File: src/rtl/bram_port_arbiter_pkg.sv
// Shared types for the two-port BRAM arbiter: FSM states, port count and port index.
package bram_port_arbiter_pkg;

    localparam int N_PORTS = 2;
    localparam int PORT_W  = 1;

    typedef logic [PORT_W-1:0] port_idx_t;

    typedef enum logic [1:0] {
        ST_IDLE  = 2'd0,
        ST_ISSUE = 2'd1,
        ST_WAIT  = 2'd2,
        ST_RESP  = 2'd3
    } state_e;

    // The picker guarantees one-hot (or zero) input, so bit 1 alone names the port.
    function automatic port_idx_t onehot_to_idx(input logic [N_PORTS-1:0] oh);
        return port_idx_t'(oh[1] & ~oh[0]);
    endfunction

endpackage

File: src/rtl/bram_port_arbiter_if.sv
// Requester and BRAM-side signals of the arbiter; slave = arbiter, master = requesters/BRAM model.
interface bram_port_arbiter_if;
    logic        m0_req,    m1_req;
    logic [3:0]  m0_we,     m1_we;
    logic [31:0] m0_addr,   m1_addr;
    logic [31:0] m0_wdata,  m1_wdata;
    logic        m0_gnt,    m1_gnt;
    logic        m0_rvalid, m1_rvalid;
    logic [31:0] m0_rdata,  m1_rdata;
    logic        m0_err,    m1_err;

    logic        bram_clk;
    logic        bram_rst;
    logic        bram_en;
    logic [3:0]  bram_we;
    logic [31:0] bram_addr;
    logic [31:0] bram_dout;
    logic [31:0] bram_din;

    modport slave (
        input  m0_req, m0_we, m0_addr, m0_wdata,
        input  m1_req, m1_we, m1_addr, m1_wdata,
        output m0_gnt, m0_rvalid, m0_rdata, m0_err,
        output m1_gnt, m1_rvalid, m1_rdata, m1_err,
        output bram_clk, bram_rst, bram_en, bram_we, bram_addr, bram_dout,
        input  bram_din
    );

    modport master (
        output m0_req, m0_we, m0_addr, m0_wdata,
        output m1_req, m1_we, m1_addr, m1_wdata,
        input  m0_gnt, m0_rvalid, m0_rdata, m0_err,
        input  m1_gnt, m1_rvalid, m1_rdata, m1_err,
        input  bram_clk, bram_rst, bram_en, bram_we, bram_addr, bram_dout,
        output bram_din
    );
endinterface

File: src/rtl/bram_arb_pick.sv
// Winner selection: round-robin on the last-grant pointer, or fixed priority to port 0
// when BRAM_ARB_FIXED_PRIO_EN is defined. Purely combinational.
module bram_arb_pick
    import bram_port_arbiter_pkg::*;
(
    input  logic [N_PORTS-1:0] req_i,
    input  port_idx_t          last_i,
    output logic [N_PORTS-1:0] gnt_o
);

`ifdef BRAM_ARB_FIXED_PRIO_EN
    logic unused_last;
    assign unused_last = last_i;

    always_comb begin
        gnt_o = '0;
        if (req_i[0]) begin
            gnt_o[0] = 1'b1;
        end else if (req_i[1]) begin
            gnt_o[1] = 1'b1;
        end
    end
`else
    always_comb begin
        gnt_o = req_i;
        // Contention: favour whichever port did not win last time.
        if (req_i == 2'b11) begin
            gnt_o = (last_i == 1'b1) ? 2'b01 : 2'b10;
        end
    end
`endif

endmodule

File: src/rtl/bram_port_arbiter.sv
// Two-requester BRAM arbiter, one access in flight: write gnt 1 cycle after req, read rvalid 3 cycles after.
// Requests seen outside IDLE wait; BRAM_ARB_FIXED_PRIO_EN swaps round-robin for port-0 priority.
module bram_port_arbiter
    import bram_port_arbiter_pkg::*;
#(
    parameter logic [31:0] BASE_ADDR = 32'h0000_0000,
    parameter logic [31:0] MEM_SIZE  = 32'h0002_0000
) (
    input  logic                  clk,
    input  logic                  rst_n,
    bram_port_arbiter_if.slave    arb_if
);

    state_e      state_q, state_d;
    port_idx_t   sel_q, win_idx, last_ptr;
    logic [1:0]  req_vec, pick_gnt;
    logic [3:0]  we_q, win_we;
    logic [31:0] off_q, wdata_q, win_off, win_wdata;
    logic        err_q;
    logic [31:0] rdata0_q, rdata1_q;

    assign req_vec   = {arb_if.m1_req, arb_if.m0_req};
    assign win_idx   = onehot_to_idx(pick_gnt);
    assign win_we    = win_idx ? arb_if.m1_we    : arb_if.m0_we;
    assign win_wdata = win_idx ? arb_if.m1_wdata : arb_if.m0_wdata;
    assign win_off   = (win_idx ? arb_if.m1_addr : arb_if.m0_addr) - BASE_ADDR;

    bram_arb_pick u_pick (
        .req_i  (req_vec),
        .last_i (last_ptr),
        .gnt_o  (pick_gnt)
    );

`ifdef BRAM_ARB_FIXED_PRIO_EN
    assign last_ptr = 1'b0;
`else
    port_idx_t last_q;
    assign last_ptr = last_q;

    // Reset to port 1 so port 0 takes the first contended grant.
    always_ff @(posedge clk or negedge rst_n) begin
        if (!rst_n) begin
            last_q <= 1'b1;
        end else if (state_q == ST_IDLE && |req_vec) begin
            last_q <= win_idx;
        end
    end
`endif

    always_ff @(posedge clk or negedge rst_n) begin
        if (!rst_n) begin
            state_q <= ST_IDLE;
        end else begin
            state_q <= state_d;
        end
    end

    always_comb begin
        state_d = state_q;
        case (state_q)
            ST_IDLE:  if (|req_vec) state_d = ST_ISSUE;
            ST_ISSUE: state_d = (we_q != 4'h0) ? ST_IDLE : ST_WAIT;
            ST_WAIT:  state_d = ST_RESP;
            ST_RESP:  state_d = ST_IDLE;
            default:  state_d = ST_IDLE;
        endcase
    end

    always_ff @(posedge clk or negedge rst_n) begin
        if (!rst_n) begin
            sel_q    <= '0;
            we_q     <= '0;
            off_q    <= '0;
            wdata_q  <= '0;
            err_q    <= 1'b0;
            rdata0_q <= '0;
            rdata1_q <= '0;
        end else begin
            if (state_q == ST_IDLE && |req_vec) begin
                sel_q   <= win_idx;
                we_q    <= win_we;
                off_q   <= win_off;
                wdata_q <= win_wdata;
                err_q   <= (win_off >= MEM_SIZE);
            end
            // Out-of-range reads never touched the BRAM, so return zero instead of bram_din.
            if (state_q == ST_WAIT) begin
                if (sel_q == 1'b0) begin
                    rdata0_q <= err_q ? 32'h0 : arb_if.bram_din;
                end else begin
                    rdata1_q <= err_q ? 32'h0 : arb_if.bram_din;
                end
            end
        end
    end

    assign arb_if.bram_clk = clk;
    assign arb_if.bram_rst = ~rst_n;
    assign arb_if.m0_rdata = rdata0_q;
    assign arb_if.m1_rdata = rdata1_q;

    always_comb begin
        arb_if.m0_gnt    = 1'b0;
        arb_if.m1_gnt    = 1'b0;
        arb_if.m0_err    = 1'b0;
        arb_if.m1_err    = 1'b0;
        arb_if.m0_rvalid = 1'b0;
        arb_if.m1_rvalid = 1'b0;
        arb_if.bram_en   = 1'b0;
        arb_if.bram_we   = 4'h0;
        arb_if.bram_addr = 32'h0;
        arb_if.bram_dout = 32'h0;
        if (state_q == ST_ISSUE) begin
            arb_if.m0_gnt    = (sel_q == 1'b0);
            arb_if.m1_gnt    = (sel_q == 1'b1);
            arb_if.m0_err    = (sel_q == 1'b0) && err_q;
            arb_if.m1_err    = (sel_q == 1'b1) && err_q;
            arb_if.bram_en   = ~err_q;
            arb_if.bram_we   = err_q ? 4'h0 : we_q;
            arb_if.bram_addr = off_q;
            arb_if.bram_dout = wdata_q;
        end
        if (state_q == ST_RESP) begin
            arb_if.m0_rvalid = (sel_q == 1'b0);
            arb_if.m1_rvalid = (sel_q == 1'b1);
        end
    end

endmodule

File: src/flat_wrapper.sv
// flat-port wrapper written by rule: the top's interface ports become plain ports
module bram_port_arbiter_flat import bram_port_arbiter_pkg::*;
#(
    parameter logic [31:0] BASE_ADDR = 32'h0000_0000,
    parameter logic [31:0] MEM_SIZE  = 32'h0002_0000
)
  (clk, rst_n, arb_if_m0_req, arb_if_m0_we, arb_if_m0_addr, arb_if_m0_wdata, arb_if_m1_req, arb_if_m1_we, arb_if_m1_addr, arb_if_m1_wdata, arb_if_m0_gnt, arb_if_m0_rvalid, arb_if_m0_rdata, arb_if_m0_err, arb_if_m1_gnt, arb_if_m1_rvalid, arb_if_m1_rdata, arb_if_m1_err, arb_if_bram_clk, arb_if_bram_rst, arb_if_bram_en, arb_if_bram_we, arb_if_bram_addr, arb_if_bram_dout, arb_if_bram_din);
  bram_port_arbiter_if arb_if_i ();
  input  logic clk;
  input  logic rst_n;
  input wire logic [$bits(arb_if_i.m0_req)-1:0] arb_if_m0_req;
  input wire logic [$bits(arb_if_i.m0_we)-1:0] arb_if_m0_we;
  input wire logic [$bits(arb_if_i.m0_addr)-1:0] arb_if_m0_addr;
  input wire logic [$bits(arb_if_i.m0_wdata)-1:0] arb_if_m0_wdata;
  input wire logic [$bits(arb_if_i.m1_req)-1:0] arb_if_m1_req;
  input wire logic [$bits(arb_if_i.m1_we)-1:0] arb_if_m1_we;
  input wire logic [$bits(arb_if_i.m1_addr)-1:0] arb_if_m1_addr;
  input wire logic [$bits(arb_if_i.m1_wdata)-1:0] arb_if_m1_wdata;
  output wire logic [$bits(arb_if_i.m0_gnt)-1:0] arb_if_m0_gnt;
  output wire logic [$bits(arb_if_i.m0_rvalid)-1:0] arb_if_m0_rvalid;
  output wire logic [$bits(arb_if_i.m0_rdata)-1:0] arb_if_m0_rdata;
  output wire logic [$bits(arb_if_i.m0_err)-1:0] arb_if_m0_err;
  output wire logic [$bits(arb_if_i.m1_gnt)-1:0] arb_if_m1_gnt;
  output wire logic [$bits(arb_if_i.m1_rvalid)-1:0] arb_if_m1_rvalid;
  output wire logic [$bits(arb_if_i.m1_rdata)-1:0] arb_if_m1_rdata;
  output wire logic [$bits(arb_if_i.m1_err)-1:0] arb_if_m1_err;
  output wire logic [$bits(arb_if_i.bram_clk)-1:0] arb_if_bram_clk;
  output wire logic [$bits(arb_if_i.bram_rst)-1:0] arb_if_bram_rst;
  output wire logic [$bits(arb_if_i.bram_en)-1:0] arb_if_bram_en;
  output wire logic [$bits(arb_if_i.bram_we)-1:0] arb_if_bram_we;
  output wire logic [$bits(arb_if_i.bram_addr)-1:0] arb_if_bram_addr;
  output wire logic [$bits(arb_if_i.bram_dout)-1:0] arb_if_bram_dout;
  input wire logic [$bits(arb_if_i.bram_din)-1:0] arb_if_bram_din;
  assign arb_if_i.m0_req = arb_if_m0_req;
  assign arb_if_i.m0_we = arb_if_m0_we;
  assign arb_if_i.m0_addr = arb_if_m0_addr;
  assign arb_if_i.m0_wdata = arb_if_m0_wdata;
  assign arb_if_i.m1_req = arb_if_m1_req;
  assign arb_if_i.m1_we = arb_if_m1_we;
  assign arb_if_i.m1_addr = arb_if_m1_addr;
  assign arb_if_i.m1_wdata = arb_if_m1_wdata;
  assign arb_if_m0_gnt = arb_if_i.m0_gnt;
  assign arb_if_m0_rvalid = arb_if_i.m0_rvalid;
  assign arb_if_m0_rdata = arb_if_i.m0_rdata;
  assign arb_if_m0_err = arb_if_i.m0_err;
  assign arb_if_m1_gnt = arb_if_i.m1_gnt;
  assign arb_if_m1_rvalid = arb_if_i.m1_rvalid;
  assign arb_if_m1_rdata = arb_if_i.m1_rdata;
  assign arb_if_m1_err = arb_if_i.m1_err;
  assign arb_if_bram_clk = arb_if_i.bram_clk;
  assign arb_if_bram_rst = arb_if_i.bram_rst;
  assign arb_if_bram_en = arb_if_i.bram_en;
  assign arb_if_bram_we = arb_if_i.bram_we;
  assign arb_if_bram_addr = arb_if_i.bram_addr;
  assign arb_if_bram_dout = arb_if_i.bram_dout;
  assign arb_if_i.bram_din = arb_if_bram_din;
  bram_port_arbiter #(.BASE_ADDR(BASE_ADDR), .MEM_SIZE(MEM_SIZE)) u_core (.clk(clk), .rst_n(rst_n), .arb_if(arb_if_i));
endmodule
File: config.mk
export PLATFORM = sky130hd
export DESIGN_NAME = bram_port_arbiter_flat
export DESIGN_NICKNAME = d
export VERILOG_FILES = /design/src/rtl/bram_port_arbiter_pkg.sv /design/src/rtl/bram_port_arbiter_if.sv /design/src/rtl/bram_arb_pick.sv /design/src/rtl/bram_port_arbiter.sv /design/src/flat_wrapper.sv
export SDC_FILE = /design/constraint.sdc
export NUM_CORES = 1
export LEC_CHECK = 0
export ABC_AREA = 1
export BUFFER_PORTS_ARGS = -buffer_cell sky130_fd_sc_hd__buf_2
export CORE_MARGIN = 2
export CORE_UTILIZATION = 26
export DETAILED_ROUTE_END_ITERATION = 8
export PLACE_DENSITY = 0.47
export RECOVER_POWER = 100
export SKIP_LAST_GASP = 1
export SLEW_MARGIN = 20
export SYNTH_ARGS = -nofsm -noshare
export SYNTH_HDL_FRONTEND = slang
export SYNTH_SLANG_ARGS = --single-unit
File: constraint.sdc
create_clock -name clk -period 3.3 [get_ports clk]
set_clock_uncertainty 0.2 [all_clocks]
set_input_delay 0.165 -clock clk [delete_from_list [all_inputs] [get_ports clk]]
set_output_delay 0.165 -clock clk [all_outputs]
set_load 0.005 [all_outputs]
==> results <==
- The flow ran to the end, but the final reports show violations.
- The final reports fail on capacitance limit, slew limit.
- Measured against its own limit, the worst slew margin works out to -0.142.
- The destination of the worst register-to-register timing path is u_core.err_q$_DFFE_PN0P_.
- The die width is 163 um.
- Clock latency on the worst-skew pair, taken at its later pin, is approximately 0.52 ns.
- The setup slack of the critical path after layout is 0.490 ns.
- After synthesis, the cell types taking the most area are dfrtp_1 52%, nor2_1 9.3%, inv_1 6.7%.
- The most numerous cell on the critical path is nand2_1.
- After floorplanning, the core was sized to cover between 20,000 and 30,000 sq um.
- Setup repair after global routing left no endpoint under its margin.
- The cell count after synthesis came out at 745.
- The count of final hold-check violations came to 0.
- Summed over all failing endpoints, the final setup total negative slack is 0 ns.
- The I/O pin count is between 300 and 400.
- The count of input and output buffers is between 300 and 400.
- For this design the ratio of total power to cell area is slightly above 700 nW/um^2.
- The total power after layout is 7.65 mW.
- The area share of the leading cell type in the synthesized netlist is 0.516.
- The count of pins over their slew limit is between 60 and 70.
- The signal on the critical path passes through nand2_2 -> nand2_1 -> buf_4 -> nand2_1 -> nand2_1 -> dlygate4sd3_1 -> nand2_1 -> nor2_1 -> nand2_1 -> nor2_1 -> nor2_1.
- The number of detailed-routing iterations run before antenna repair is 4.
- After detailed routing, the number of remaining DRC violations is 0.
- Across the VDD grid, the largest voltage drop is approximately 330 uV.
- The mux contribution to synthesized area is 0.109.
- The fraction of the mapped netlist area in compound gates was 0.105.
- The cell area after synthesis is 6600 sq um.
- The number of vias in the routed layout is approximately 6,800.
- Dividing the final minimum period by the clock period gives 0.852.
- The initial antenna violation count is 3.
- Max-cap violations in this run came to 1.
- The global-route wire length before repair is 35,500 um.
- The predominant post-synthesis flop cell is dfrtp_1.
- Of all nets on the critical path, the largest fanout is 42.
- The fraction of registers with async set or reset after synthesis is 1.00.
- The die area is approximately 27,000 sq um.
- The number of warning messages in the yosys log is 0.
- Summed over all layers, the routed wires come to ~23,000 um.
- The number of core rows is 58.
- The number of different library cells in the post-synthesis netlist is 25.
- The most repeated cell in the gate-level netlist after synthesis is nor2_1.
- The maximum frequency from static timing analysis is between 300 and 400 MHz.
- The analysis attributes to cell leakage a power of about 5.5 nW.
- The endpoint type of the worst setup path is a flip-flop.
- The dominant combinational cell family by area after synthesis is simple AND/OR/NAND/NOR gates.
- The post-synthesis share of cell area spent on and, or, nand and nor gates is 0.155.
- The pre-CTS setup slack is between 1 and 1.5 ns.
- The start-to-end type of the worst setup path is reg -> reg.
- The HPWL after detailed placement is roughly 15,000 um.
- The launch point of the worst reg-to-reg path is u_core.last_ptr$_DFFE_PN1P_.
- The biggest area contributor in the post-synthesis netlist is dfrtp_1.
- Relative to the synthesized area, the layout overhead comes to 60.7%.
- The starting density of the core is 0.263.
- The delay of the slowest critical-path stage is roughly 0.58 ns.
- The XOR/XNOR share of the synthesized area is 0.
- Of the synthesized area, sequential elements account for 0.520.
- The area share of fa/ha/maj cells after synthesis is 0.
- The number of DRC violations after detailed-routing iteration 0 is approximately 300.
- For flop-to-flop paths, the worst setup slack is a little under 0.5 ns.
- The synthesized design contains roughly 140 register bits.
- The worst hold path was traced through 3 stages.
- The remaining antenna violation count after routing is 0.
- The critical path data required time is between 3 and 4 ns.
- For the pin with the worst max-slew slack, the measured transition is 1.71 ns.
- The worst path arrival time is ~3.0 ns.
- The post-route minimum period is approximately 2.8 ns.
- The height of the chip is 163 um.
- The congestion estimate from routability-driven global placement came to 0.770.
- The path with the worst hold slack has its endpoint at u_core.state_q[0]$_DFFE_PN0P_.
- The total congestion overflow after global routing is 0.
- After synthesis, the most frequently instantiated cells are 164 x nor2_1, 136 x dfrtp_1, 118 x inv_1.
- The maximum number of pins on one net before global-route repair is 97.
- The overall fraction of global-route tracks in use is 0.171.
- For the worst flop-to-flop path, the logic depth is 11.
- The worst hold path begins at arb_if_m1_req.
- The via count of the first global-routing pass is approximately 7,000.
- Gates resized during post-CTS repair numbered 0.
- The synthesized design contains 0 enable-type register cells.
- The fraction of layout cells with a size suffix above 1 is 0.239.
- The worst min-delay path category is in -> reg.
- The clock edge transition at the registers on the reported setup and hold paths is around 0.070 ns.
- The number of nets in the synthesized netlist is between 900 and 1,000.
- Setup violations remaining at the end of the flow were counted as 0.
- The post-synthesis average cell area is 8.85 sq um.
- The per-cell via count in the routed design is around 4.4.
- STA classifies the critical path startpoint as a flip-flop.
- TritonCTS built the clock tree.
- On the critical path, the stage with the largest delay is an instance of dlygate4sd3_1.
- For this run, the post-layout net count is between 1,000 and 1,500.
- The average wire length per cell after detail routing is roughly 15 um.
==> registers in the layout, indices dropped and copies added (netlist names), named ones only <==
register / count
u_core.state_q: 1
u_core.wdata_q: 32
u_core.arb_if.m1_rdata: 32
u_core.off_q: 32
u_core.err_q: 1
u_core.sel_q: 1
u_core.we_q: 4
u_core.arb_if.m0_rdata: 32
u_core.last_ptr: 1
==> placed cells by master, fill, tap and decap left out, types with 7 or more instances in the layout <==
| cell type | count |
|---|---|
| dfrtp_1 | 136 |
| o22ai_1 | 53 |
| nand3b_1 | 13 |
| inv_6 | 7 |
| mux2_2 | 33 |
| buf_2 | 193 |
| o21ai_0 | 65 |
| mux2_1 | 31 |
| clkbuf_2 | 17 |
| clkbuf_1 | 104 |
| inv_1 | 120 |
| nand2_1 | 58 |
| nor2_1 | 164 |
| clkbuf_16 | 20 |
| dlygate4sd3_1 | 170 |
==> critical path: cells and delay by family, from the launching register on <==
kind / cells / cell delay [ns]
flip-flops: 1 / 0.53
buffers and inverters: 2 / 1.02
AND/OR/NAND/NOR: 9 / 0.93
==> worst max-delay path by stage <==
stage | from | endpoint | slack [ns] | cells past startpoint
5_1_grt | u_core.last_ptr$_DFFE_PN1P_ | u_core.err_q$_DFFE_PN0P_ | 0.24 | 11
4_1_cts | u_core.last_ptr$_DFFE_PN1P_ | u_core.err_q$_DFFE_PN0P_ | 0.54 | 11
6_report | u_core.last_ptr$_DFFE_PN1P_ | u_core.err_q$_DFFE_PN0P_ | 0.49 | 11
2_1_floorplan | clk | arb_if_bram_clk | 1.17 | 1
3_3_place_gp | u_core.last_ptr$_DFFE_PN1P_ | u_core.err_q$_DFFE_PN0P_ | 1.13 | 10
3_5_place_dp | u_core.last_ptr$_DFFE_PN1P_ | u_core.err_q$_DFFE_PN0P_ | 1.09 | 10
==> kinds of logic (layout without fill, tap and decap cells) <==
kind of cell / count (synthesis) / after routing
flip-flops: 137 / 137
other: 0 / 1
buffers and inverters: 172 / 651
AO/OA/AOI/OAI: 124 / 124
multiplexers: 64 / 64
AND/OR/NAND/NOR: 248 / 248
==> where the power goes <==
group,internal (mW),total (mW),leakage [nW],switching (mW)
clock,1.17,2.04,0.313,0.866
sequential,2.14,2.30,1.77,0.158
combinational,1.55,3.31,3.39,1.76
==> area by class of cell <==
class | instances | area [sq um]
Clock buffer | 22 | 518
Inverter | 124 | 465
Sequential cell | 137 | 3430
Multi-Input combinational cell | 436 | 2430
Fill cell | 2608 | 14400
Timing Repair Buffer | 491 | 3220
Antenna cell | 1 | 2.50
Clock inverter | 14 | 124
Tap cell | 330 | 413
==> metrics by stage <==
stage	hold WS, ns	instance area [sq um]	cells	utilization
floorplan	-0.331	6600	745	-
global placement	0.0104	8410	1349	0.336
detailed placement	0.0150	8410	1349	0.336
CTS	0.0151	10800	1554	0.430
global route	0.0580	10600	1555	0.423
finish	0.0194	10600	1555	0.423
==> metal layers <==
layer,GRT usage,wire length [um]
met5,0,23
met4,0.0499,339
met3,0.0447,1440
met2,0.300,11200
met1,0.205,10100
==> timing repair <==
item,CTS,global route
buffers inserted,0,0
hold buffers,170,0
endpoints found under the hold margin,224,0
Note: power is estimated with default switching activity, not from simulation.
